===== src/rtl/top_pkg.sv =====
// Shared definitions for the multicycle MIPS board design: FSM states,
// opcode/funct constants, ALU control, I/O map, the built-in program and
// the hex-to-segment table.
package top_pkg;

  typedef enum logic [3:0] {
    FETCH, DECODE, MEMADR, MEMRD, MEMWB, MEMWR,
    EXECUTE, ALUWB, BRANCH, ADDIEXEC, ADDIWB, JUMP
  } state_e;

  localparam logic [5:0] OP_RTYPE = 6'h00;
  localparam logic [5:0] OP_J     = 6'h02;
  localparam logic [5:0] OP_BEQ   = 6'h04;
  localparam logic [5:0] OP_ADDI  = 6'h08;
  localparam logic [5:0] OP_LW    = 6'h23;
  localparam logic [5:0] OP_SW    = 6'h2B;

  localparam logic [5:0] FN_ADD = 6'h20;
  localparam logic [5:0] FN_SUB = 6'h22;
  localparam logic [5:0] FN_AND = 6'h24;
  localparam logic [5:0] FN_OR  = 6'h25;
  localparam logic [5:0] FN_SLT = 6'h2A;

  typedef enum logic [2:0] {
    ALU_ADD, ALU_SUB, ALU_AND, ALU_OR, ALU_SLT, ALU_ZERO
  } alu_op_e;

  // Byte addresses below MEM_LIMIT hit RAM; 0x80..0x8F is the I/O window.
  localparam logic [31:0] MEM_LIMIT = 32'h0000_0080;
  localparam logic [31:0] IO_BTN    = 32'h0000_0080;
  localparam logic [31:0] IO_SWA    = 32'h0000_0084;
  localparam logic [31:0] IO_SWB    = 32'h0000_0088;
  localparam logic [31:0] IO_DISP   = 32'h0000_008C;

  localparam int PROG_WORDS = 7;

  // Built-in program. The sw uses $8 as base: $8 is 1..3 whenever the
  // loop falls through, so the store lands on 0x8D..0x8F, which decodes
  // to the display register word.
  function automatic logic [31:0] prog_word(input int idx);
    case (idx)
      0:       prog_word = 32'h8C08_0080; // lw  $8, 0x80($0)
      1:       prog_word = 32'h1100_FFFE; // beq $8, $0, -2
      2:       prog_word = 32'h8C09_0084; // lw  $9, 0x84($0)
      3:       prog_word = 32'h8C0A_0088; // lw  $10,0x88($0)
      4:       prog_word = 32'h012A_5820; // add $11,$9,$10
      5:       prog_word = 32'hAD0B_008C; // sw  $11,0x8C($8)
      6:       prog_word = 32'h0800_0000; // j   0x00
      default: prog_word = 32'h0000_0000;
    endcase
  endfunction

  function automatic alu_op_e alu_ctl(input logic [5:0] funct);
    case (funct)
      FN_ADD:  alu_ctl = ALU_ADD;
      FN_SUB:  alu_ctl = ALU_SUB;
      FN_AND:  alu_ctl = ALU_AND;
      FN_OR:   alu_ctl = ALU_OR;
      FN_SLT:  alu_ctl = ALU_SLT;
      default: alu_ctl = ALU_ZERO;
    endcase
  endfunction

  function automatic logic [31:0] alu_calc(input alu_op_e op,
                                           input logic [31:0] a,
                                           input logic [31:0] b);
    case (op)
      ALU_ADD: alu_calc = a + b;
      ALU_SUB: alu_calc = a - b;
      ALU_AND: alu_calc = a & b;
      ALU_OR:  alu_calc = a | b;
      ALU_SLT: alu_calc = ($signed(a) < $signed(b)) ? 32'd1 : 32'd0;
      default: alu_calc = 32'd0;
    endcase
  endfunction

  // Active-low segments {a,b,c,d,e,f,g}.
  function automatic logic [6:0] hex_seg(input logic [3:0] h);
    case (h)
      4'h0: hex_seg = 7'b0000001;
      4'h1: hex_seg = 7'b1001111;
      4'h2: hex_seg = 7'b0010010;
      4'h3: hex_seg = 7'b0000110;
      4'h4: hex_seg = 7'b1001100;
      4'h5: hex_seg = 7'b0100100;
      4'h6: hex_seg = 7'b0100000;
      4'h7: hex_seg = 7'b0001111;
      4'h8: hex_seg = 7'b0000000;
      4'h9: hex_seg = 7'b0000100;
      4'hA: hex_seg = 7'b0001000;
      4'hB: hex_seg = 7'b1100000;
      4'hC: hex_seg = 7'b0110001;
      4'hD: hex_seg = 7'b1000010;
      4'hE: hex_seg = 7'b0110000;
      default: hex_seg = 7'b0111000;
    endcase
  endfunction

endpackage


===== src/rtl/top_if.sv =====
// Display bus between the core/I/O block and the scan multiplexer.
// The bus carries level signals only: no valid/ready, values are sampled
// continuously by the multiplexer and segment outputs follow combinationally.
interface top_if;
  logic [7:0]  sw_hi;
  logic [7:0]  sw_lo;
  logic [15:0] disp_lo;
  logic [7:0]  an;
  logic        dp;
  logic [6:0]  a2g;

  modport master (output sw_hi, sw_lo, disp_lo, input an, dp, a2g);
  modport slave  (input sw_hi, sw_lo, disp_lo, output an, dp, a2g);
endinterface


===== src/rtl/top_hex7seg_mux.sv =====
// Eight-digit 7-segment scan multiplexer. A free-running counter selects
// one digit at a time. Build option SIM_FAST_SCAN_EN selects counter bits
// [2:0] (one digit per clock) instead of [SCAN_MSB:SCAN_MSB-2].
module hex7seg_mux
  import top_pkg::*;
#(
  parameter int SCAN_MSB = 19
) (
  input logic  clk,
  input logic  reset,
  top_if.slave bus
);

  logic [SCAN_MSB:0] scan_cnt;
  logic [2:0]        digit_sel;
  logic [3:0]        nibble;

  // Free-running scan counter.
  always_ff @(posedge clk) begin
    if (reset) scan_cnt <= '0;
    else       scan_cnt <= scan_cnt + {{SCAN_MSB{1'b0}}, 1'b1};
  end

`ifdef SIM_FAST_SCAN_EN
  assign digit_sel = scan_cnt[2:0];
`else
  assign digit_sel = scan_cnt[SCAN_MSB:SCAN_MSB-2];
`endif

  // Pick the nibble shown on the currently enabled digit.
  always_comb begin
    nibble = 4'h0;
    case (digit_sel)
      3'd7: nibble = bus.sw_hi[7:4];
      3'd6: nibble = bus.sw_hi[3:0];
      3'd5: nibble = bus.sw_lo[7:4];
      3'd4: nibble = bus.sw_lo[3:0];
      3'd3: nibble = bus.disp_lo[15:12];
      3'd2: nibble = bus.disp_lo[11:8];
      3'd1: nibble = bus.disp_lo[7:4];
      default: nibble = bus.disp_lo[3:0];
    endcase
  end

  assign bus.an  = ~(8'd1 << digit_sel);
  assign bus.dp  = 1'b1;
  assign bus.a2g = hex_seg(nibble);

endmodule


===== src/rtl/top.sv =====
// Multicycle MIPS core with unified memory, memory-mapped buttons/switches
// and a display register shown on an 8-digit 7-segment display.
// Build option SIM_FAST_SCAN_EN (in hex7seg_mux) speeds the digit scan.
module top
  import top_pkg::*;
#(
  parameter int MEM_WORDS = 32,
  parameter int SCAN_MSB  = 19
) (
  input  logic        clk,
  input  logic        reset,
  input  logic        BTNL,
  input  logic        BTNR,
  input  logic [15:0] SW,
  output logic [7:0]  AN,
  output logic        DP,
  output logic [6:0]  A2G
);

  localparam int AW = (MEM_WORDS > 1) ? $clog2(MEM_WORDS) : 1;

  // FSM state doubles as the debug view of the core.
  state_e      state;
  logic [31:0] pc, ir, mdr, a_reg, b_reg, alu_out, disp_reg;
  logic [31:0] rf  [32];
  logic [31:0] mem [MEM_WORDS];

  logic [17:0] sync1, sync2;
  logic        btnl_s, btnr_s;
  logic [15:0] sw_s;
  assign {btnl_s, btnr_s, sw_s} = sync2;

  logic [5:0]    opcode, funct;
  logic [4:0]    rs, rt, rd;
  logic [31:0]   imm_sext, br_off, rf_a, rf_b;
  logic [31:0]   mem_addr, io_word, rd_data;
  logic [5:0]    word_sel;
  logic [AW-1:0] mem_idx;
  logic          unused_shamt;

  assign opcode       = ir[31:26];
  assign rs           = ir[25:21];
  assign rt           = ir[20:16];
  assign rd           = ir[15:11];
  assign funct        = ir[5:0];
  assign unused_shamt = ^ir[10:6];
  assign imm_sext     = {{16{ir[15]}}, ir[15:0]};
  assign br_off       = {imm_sext[29:0], 2'b00};
  assign rf_a         = (rs == 5'd0) ? 32'd0 : rf[rs];
  assign rf_b         = (rt == 5'd0) ? 32'd0 : rf[rt];

  // FETCH addresses with PC, every other memory access with ALUOut.
  assign mem_addr = (state == FETCH) ? pc : alu_out;
  assign io_word  = {mem_addr[31:2], 2'b00};
  assign word_sel = {1'b0, mem_addr[6:2]};
  assign mem_idx  = AW'(word_sel % 6'(MEM_WORDS));

  // Read decode: RAM below 0x80, I/O words at 0x80..0x8F, zero elsewhere.
  always_comb begin
    rd_data = 32'd0;
    if (mem_addr < MEM_LIMIT) begin
      rd_data = mem[mem_idx];
    end else begin
      case (io_word)
        IO_BTN:  rd_data = {30'd0, btnl_s, btnr_s};
        IO_SWA:  rd_data = {24'd0, sw_s[15:8]};
        IO_SWB:  rd_data = {24'd0, sw_s[7:0]};
        IO_DISP: rd_data = disp_reg;
        default: rd_data = 32'd0;
      endcase
    end
  end

  // Two-flop synchronizer for the asynchronous board inputs.
  always_ff @(posedge clk) begin
    if (reset) begin
      sync1 <= '0;
      sync2 <= '0;
    end else begin
      sync1 <= {BTNL, BTNR, SW};
      sync2 <= sync1;
    end
  end

  // Core FSM with datapath registers, register file and memory writes.
  // Reset has priority, so an instruction in flight never commits.
  always_ff @(posedge clk) begin
    if (reset) begin
      state    <= FETCH;
      pc       <= '0;
      ir       <= '0;
      mdr      <= '0;
      a_reg    <= '0;
      b_reg    <= '0;
      alu_out  <= '0;
      disp_reg <= '0;
      for (int i = 0; i < 32; i++) rf[i] <= '0;
      for (int i = 0; i < MEM_WORDS; i++) mem[i] <= prog_word(i);
    end else begin
      case (state)
        FETCH: begin
          ir    <= rd_data;
          pc    <= pc + 32'd4;
          state <= DECODE;
        end
        DECODE: begin
          a_reg   <= rf_a;
          b_reg   <= rf_b;
          alu_out <= alu_calc(ALU_ADD, pc, br_off);
          case (opcode)
            OP_LW, OP_SW: state <= MEMADR;
            OP_RTYPE:     state <= EXECUTE;
            OP_BEQ:       state <= BRANCH;
            OP_ADDI:      state <= ADDIEXEC;
            OP_J:         state <= JUMP;
            default:      state <= FETCH;
          endcase
        end
        MEMADR: begin
          alu_out <= alu_calc(ALU_ADD, a_reg, imm_sext);
          state   <= (opcode == OP_SW) ? MEMWR : MEMRD;
        end
        MEMRD: begin
          mdr   <= rd_data;
          state <= MEMWB;
        end
        MEMWB: begin
          if (rt != 5'd0) rf[rt] <= mdr;
          state <= FETCH;
        end
        MEMWR: begin
          if (mem_addr < MEM_LIMIT) mem[mem_idx] <= b_reg;
          else if (io_word == IO_DISP) disp_reg <= b_reg;
          state <= FETCH;
        end
        EXECUTE: begin
          alu_out <= alu_calc(alu_ctl(funct), a_reg, b_reg);
          state   <= ALUWB;
        end
        ALUWB: begin
          if (rd != 5'd0) rf[rd] <= alu_out;
          state <= FETCH;
        end
        BRANCH: begin
          if (a_reg == b_reg) pc <= alu_out;
          state <= FETCH;
        end
        ADDIEXEC: begin
          alu_out <= alu_calc(ALU_ADD, a_reg, imm_sext);
          state   <= ADDIWB;
        end
        ADDIWB: begin
          if (rt != 5'd0) rf[rt] <= alu_out;
          state <= FETCH;
        end
        JUMP: begin
          pc    <= {pc[31:28], ir[25:0], 2'b00};
          state <= FETCH;
        end
        default: state <= FETCH;
      endcase
    end
  end

  top_if disp_bus ();

  assign disp_bus.sw_hi   = sw_s[15:8];
  assign disp_bus.sw_lo   = sw_s[7:0];
  assign disp_bus.disp_lo = disp_reg[15:0];
  assign AN  = disp_bus.an;
  assign DP  = disp_bus.dp;
  assign A2G = disp_bus.a2g;

  hex7seg_mux #(.SCAN_MSB(SCAN_MSB)) u_mux (
    .clk   (clk),
    .reset (reset),
    .bus   (disp_bus)
  );

endmodule


===== config.mk =====
export PLATFORM = sky130hd
export DESIGN_NAME = top
export DESIGN_NICKNAME = d
export VERILOG_FILES = /design/src/rtl/top_pkg.sv /design/src/rtl/top_if.sv /design/src/rtl/top_hex7seg_mux.sv /design/src/rtl/top.sv
export SDC_FILE = /design/constraint.sdc
export NUM_CORES = 2
export LEC_CHECK = 0
export BUFFER_PORTS_ARGS = -buffer_cell sky130_fd_sc_hd__buf_2
export CAP_MARGIN = 10
export CORE_MARGIN = 2
export CORE_UTILIZATION = 31
export CTS_CLUSTER_SIZE = 30
export DETAILED_ROUTE_END_ITERATION = 12
export SKIP_CTS_REPAIR_TIMING = 1
export SLEW_MARGIN = 0
export SYNTH_ARGS = -nofsm -noshare
export SYNTH_HDL_FRONTEND = slang
export SYNTH_HIERARCHICAL = 1
export SYNTH_SLANG_ARGS = --single-unit

===== constraint.sdc =====
create_clock -name clk -period 6.1 [get_ports clk]
set_input_delay 0.915 -clock clk [delete_from_list [all_inputs] [get_ports clk]]
set_output_delay 0.915 -clock clk [all_outputs]
set_load 0.05 [all_outputs]

# Yosys cells after proc, flatten, opt, wreduce, memory -nomap -nowiden
# Memories as Yosys holds them, arrays and structs flattened. A register that Yosys moved wholly into a read port is not among the register bits.
# Cells that the tools add are included.
# word_totals
regBits,284
ramBits,2048
rom_bits,112
in_bits,20
out_inout_bits,16
elab_cells,142
n_memories,3
# memory_table
name,words,width,rd,rd_ports_with_merged_regs,wr,line,rtl
mem,32,32,1,0,32,top.sv:26,logic [31:0] mem [MEM_WORDS];
rf,32,32,2,2,32,top.sv:25,logic [31:0] rf [32];
(no name shown),16,7,1,0,0,top_pkg.sv:79,case (h)
# classes
n_addsub,6
n_lt_le_gt_ge,2
eq_ne,38
n_shift,1
mux,56
n_bitwise,6
n_reduce_logical,18
# op_table
op,count
32-bit two-way mux,17
32-bit case mux with 3 select lines,2
32-bit case mux with 5 select lines,1
32-bit case mux with 4 select lines,1
"30-bit by 6-bit == test with 1-bit output, second input constant",4
32-bit adder,3
32-bit OR reduction,3
"6-bit == test, second input constant",7
5-bit two-way mux,7
"32-bit by 3-bit adder with 32-bit output, second input constant",1
32-bit bitwise AND,1
32-bit == test,1
32-bit < comparator,1
"32-bit by 8-bit < comparator with 1-bit output, second input constant",1
32-bit OR,1
32-bit subtractor,1
4-bit case mux with 7 select lines,1
4-bit case mux with 6 select lines,1
1-bit two-way mux,21
"20-bit by 1-bit adder with 20-bit output, second input constant",1
4-bit case mux with 5 select lines,1
"4-bit by 3-bit == test with 1-bit output, second input constant",4
"4-bit == test, second input constant",4
"3-bit == test, second input constant",5
other kinds (24),37

# Depth between registers and ports, before layout
# depth
depth_word,9
mapped_depth,15
ltp_nobuf,14

# By module
# The synthesis kept the hierarchy.
# modules_own_cells
module,n_inst,cells_each,area_each_um2,seq_area_each_um2
top,1,8893,115897.4,66984.2
hex7seg_mux,1,175,1477.7,400.4

# Worst setup path after synthesis
# No wires, ideal clock.
# synth_timing
path_kind,register -> register
startpoint,reg state[1]
endpoint,mem mem[20][0] (enable)
setup_ps,428
t_arrival_ps,4099
required_time_ps,5672
path_slack_ps,1573
stages_incl_launch_ff,12
n_path_buf,7
period_less_slack_ps,4527
path_cell_list,dfxtp_1 buf_2 nor4_4 mux2i_1 buf_2 buf_4 buf_2 buf_2 nand3_1 buf_2 buf_2 o21bai_1
# synth_lines
item,line,rtl
start: declaration,top.sv:23,state_e state;
start signal: assignment,top.sv:121,state <= (opcode == OP_SW) ? MEMWR : MEMRD;
end: declaration,top.sv:26,

# Final worst setup path
# layout_timing
startpoint,reg state[2]
endpoint,reg ir[3]
# layout_between
elab_chain_cells,5
word_cells_on_any_way,10
classes_between,order compare (1); eq/ne (4); mux (3); reduce/logical (1); memory (1)
# layout_lines
item,line,rtl
4-bit logical NOT (*),"top.sv:53, top.sv:100",
branches (longest 4 deep; another with 32-bit by 8-bit < comparator with 1-bit output),--,
end signal: assignment,top.sv:102,ir <= rd_data;
end: declaration,top.sv:24,"logic [31:0] pc, ir, mdr, a_reg, b_reg, alu_out, disp_reg;"
# Every way passes the cells marked *.
# A chain may end at the register's enable or synchronous reset.

==> impl_metrics.toml <==
[die]
dieArea_sq_mm = 0.384
rows = 225
die_y_microns = 619
core_sq_mm = 0.376
ioPinCount = 36
start_util = 0.312
die_w_microns = 619

[clock_network]
htreeDepth = 4
cts_root_buffer = "clkbuf_16"
cts_tree = "done"
cts_sinks = 2342
cts.reportedPaths.clkPinSlew_ns = 0.06
numCtsBuffers = 236
cts.path.max_buffers = 4
worstSkewPairLatency_ns = 0.92

[grt]
grt_max_degree = 126
track_usage = 0.214
antenna_found_initial = 8
overflow = 0
grt_pass1_vias = 80874
grt_pass1_wl_microns = 594000

[finish]
final_common_cell = "edfxtp_1"
area_growth_pct = 12.5
nets = 8973
largestRegisters = "mem x1024, rf x1024"
design_area_sq_mm = 0.132
drive_above_1_share = 0.199
final_cell_mix = "2048 x edfxtp_1, 1423 x nor2_1, 1033 x nor3_1"
stdcell_count = 13951

[worst_setup_path]
reg2reg_slack_ns = 0.73
crit_end = "ir[3]"
arrival_ns = 6.10
startpoint_type = "register"
end_kind = "register"
cp.required_ns = 6.83
r2r_cells = 9
rr_startpoint = "state[2]"
cp-startpoint = "state[2]"
r2r_end = "ir[3]"
cp_max_fo = 76
critPathKind = "register to register"

[timing]
timing.final.crit_share = 0.881
layout_min_cycle_time_ns = 5.37
max_slew_margin = 0.111
hold_violations = 0
fmax_mhz = 186
setup_tns_ns = 0
rsz0062_at_grt = "false"
setup_violations = 0
tightest_slew_ns = 1.32
whs_ns = 0.241
drv_slew = 0
final.setup_skew_ns = 0.0441

[yosys]
ys_seq_area_frac = 0.574
yosys_warnings = 6
async_reset_ff_frac = 0
synth_top_cell_by_area = "edfxtp_1"
syn_area_sq_mm = 0.117
avgSynthCellArea_sq_um = 12.9
syn_inst = 9068
synth_top_cell_area_share = 0.524
synth_ff_type = "edfxtp_1"
synthTopCellsByArea = "edfxtp_1 52%, mux4_2 17%, dfxtp_1 5.0%"
yosys_register_bits = 2342
synth_edf_count = 2048
ys_types = 100

[outcome]
status = "finished clean"

[job]
maxCapViolations = 0

[worst_hold_path]
hold_depth = 2
worstHoldStart = "SW[7]"
min_path_type = "input port to register"

[detailed_routing]
final_antenna_net_count = 0
route.detailed.drc = 0
wire_per_inst_microns = 30.1
vias_per_cell = 5.92
wl_microns = 421000
first_iter_violations = 12132
vias = 82614
dr.pass1.iters = 9

[placed_design]
dp.cells = 13526
io_buffers = 34
gp_congestion = 0.969
place_hpwl_microns = 266000
dpl-instance-area_sq_mm = 0.124

[pwr]
p_per_area_mw_per_mm2 = 412
p_leak_nw = 41.4
power_mw = 54.4
peakVddDrop_mv = 0.401
## layout make-up
type / instances / area, sq um
clock inverters: 121 / 1210
multi-input cells: 5688 / 47000
clock buffers: 300 / 6270
inverters: 131 / 492
fillers: 35926 / 244000
diodes: 2 / 5.00
flip-flops and latches: 2342 / 67400
well taps: 4994 / 6250
repair buffers: 373 / 3370
## worst min-delay path by stage
stage,to,slack [ns]
finish,sync1[7],0.24
global placement,u_mux/scan_cnt[0],0.43
CTS,sync1[7],0.20
detailed placement,sync2[12],0.43
global route,sync1[7],0.23
floorplan,sync2[0],0.41
## worst max-delay path: stages (launching register included)
cell      delay [ns]
dfxtp_1         0.54
nor4_4          0.47
buf_4           0.74
mux2i_4         0.32
buf_4           0.30
nor2_2          1.00
a22oi_1         0.34
nand4_1         0.31
a22oi_1         0.29
a211oi_1        0.77
## cell usage after synthesis (38+ instances only)
| master | instances |
|---|---|
| a211oi_1 | 68 |
| mux4_2 | 866 |
| a22oi_1 | 152 |
| o21bai_1 | 47 |
| buf_2 | 136 |
| nand3_1 | 95 |
| nor3_1 | 1036 |
| edfxtp_1 | 2048 |
| o21ai_0 | 153 |
| xnor2_1 | 68 |
| xor2_1 | 38 |
| a21oi_1 | 271 |
| inv_1 | 127 |
| buf_1 | 78 |
| nand2_1 | 467 |
| mux2i_1 | 131 |
| nor2b_1 | 59 |
| dfxtp_1 | 294 |
| a31oi_1 | 39 |
| a311oi_1 | 56 |
| clkbuf_1 | 716 |
| nand2b_1 | 60 |
| nor2_1 | 1432 |
| and3_1 | 38 |
| ha_1 | 177 |
## metal layers
layer  wire length, microns  share of wire  global-route usage  vias up
met5                      0              0                   0        -
li1                       -              -                   -    33946
met4                  23000          0.055              0.0982        0
met3                  49900           0.12              0.0540      973
met1                 154000           0.37               0.273    42391
met2                 194000           0.46               0.340     5304
## power by group
| part | switching (mW) | internal (mW) | total [mW] |
|---|---|---|---|
| sequential | 1.45 | 18.2 | 19.7 |
| combinational | 12.9 | 7.17 | 20.1 |
| clock | 6.39 | 8.20 | 14.6 |
## metrics by stage
step / setup slack, ns / utilization
floorplan: 1.57 / -
global placement: 0.823 / 0.331
detailed placement: 0.809 / 0.331
CTS: 0.803 / 0.351
global route: 0.747 / 0.351
finish: 0.727 / 0.351
## cells by family after synthesis
| kind of cell | count (synthesis) | share of synthesized area |
|---|---|---|
| xor+xnor | 106 | 0.00791 |
| mux | 1002 | 0.178 |
| compound gates | 1048 | 0.0594 |
| fa+ha+maj | 181 | 0.0196 |
| simple gates | 3318 | 0.125 |
| buf+inv | 1069 | 0.0359 |
| other cells | 2 | 0.0000640 |
| flops | 2342 | 0.574 |
Note: power is estimated with default switching activity, not from simulation.
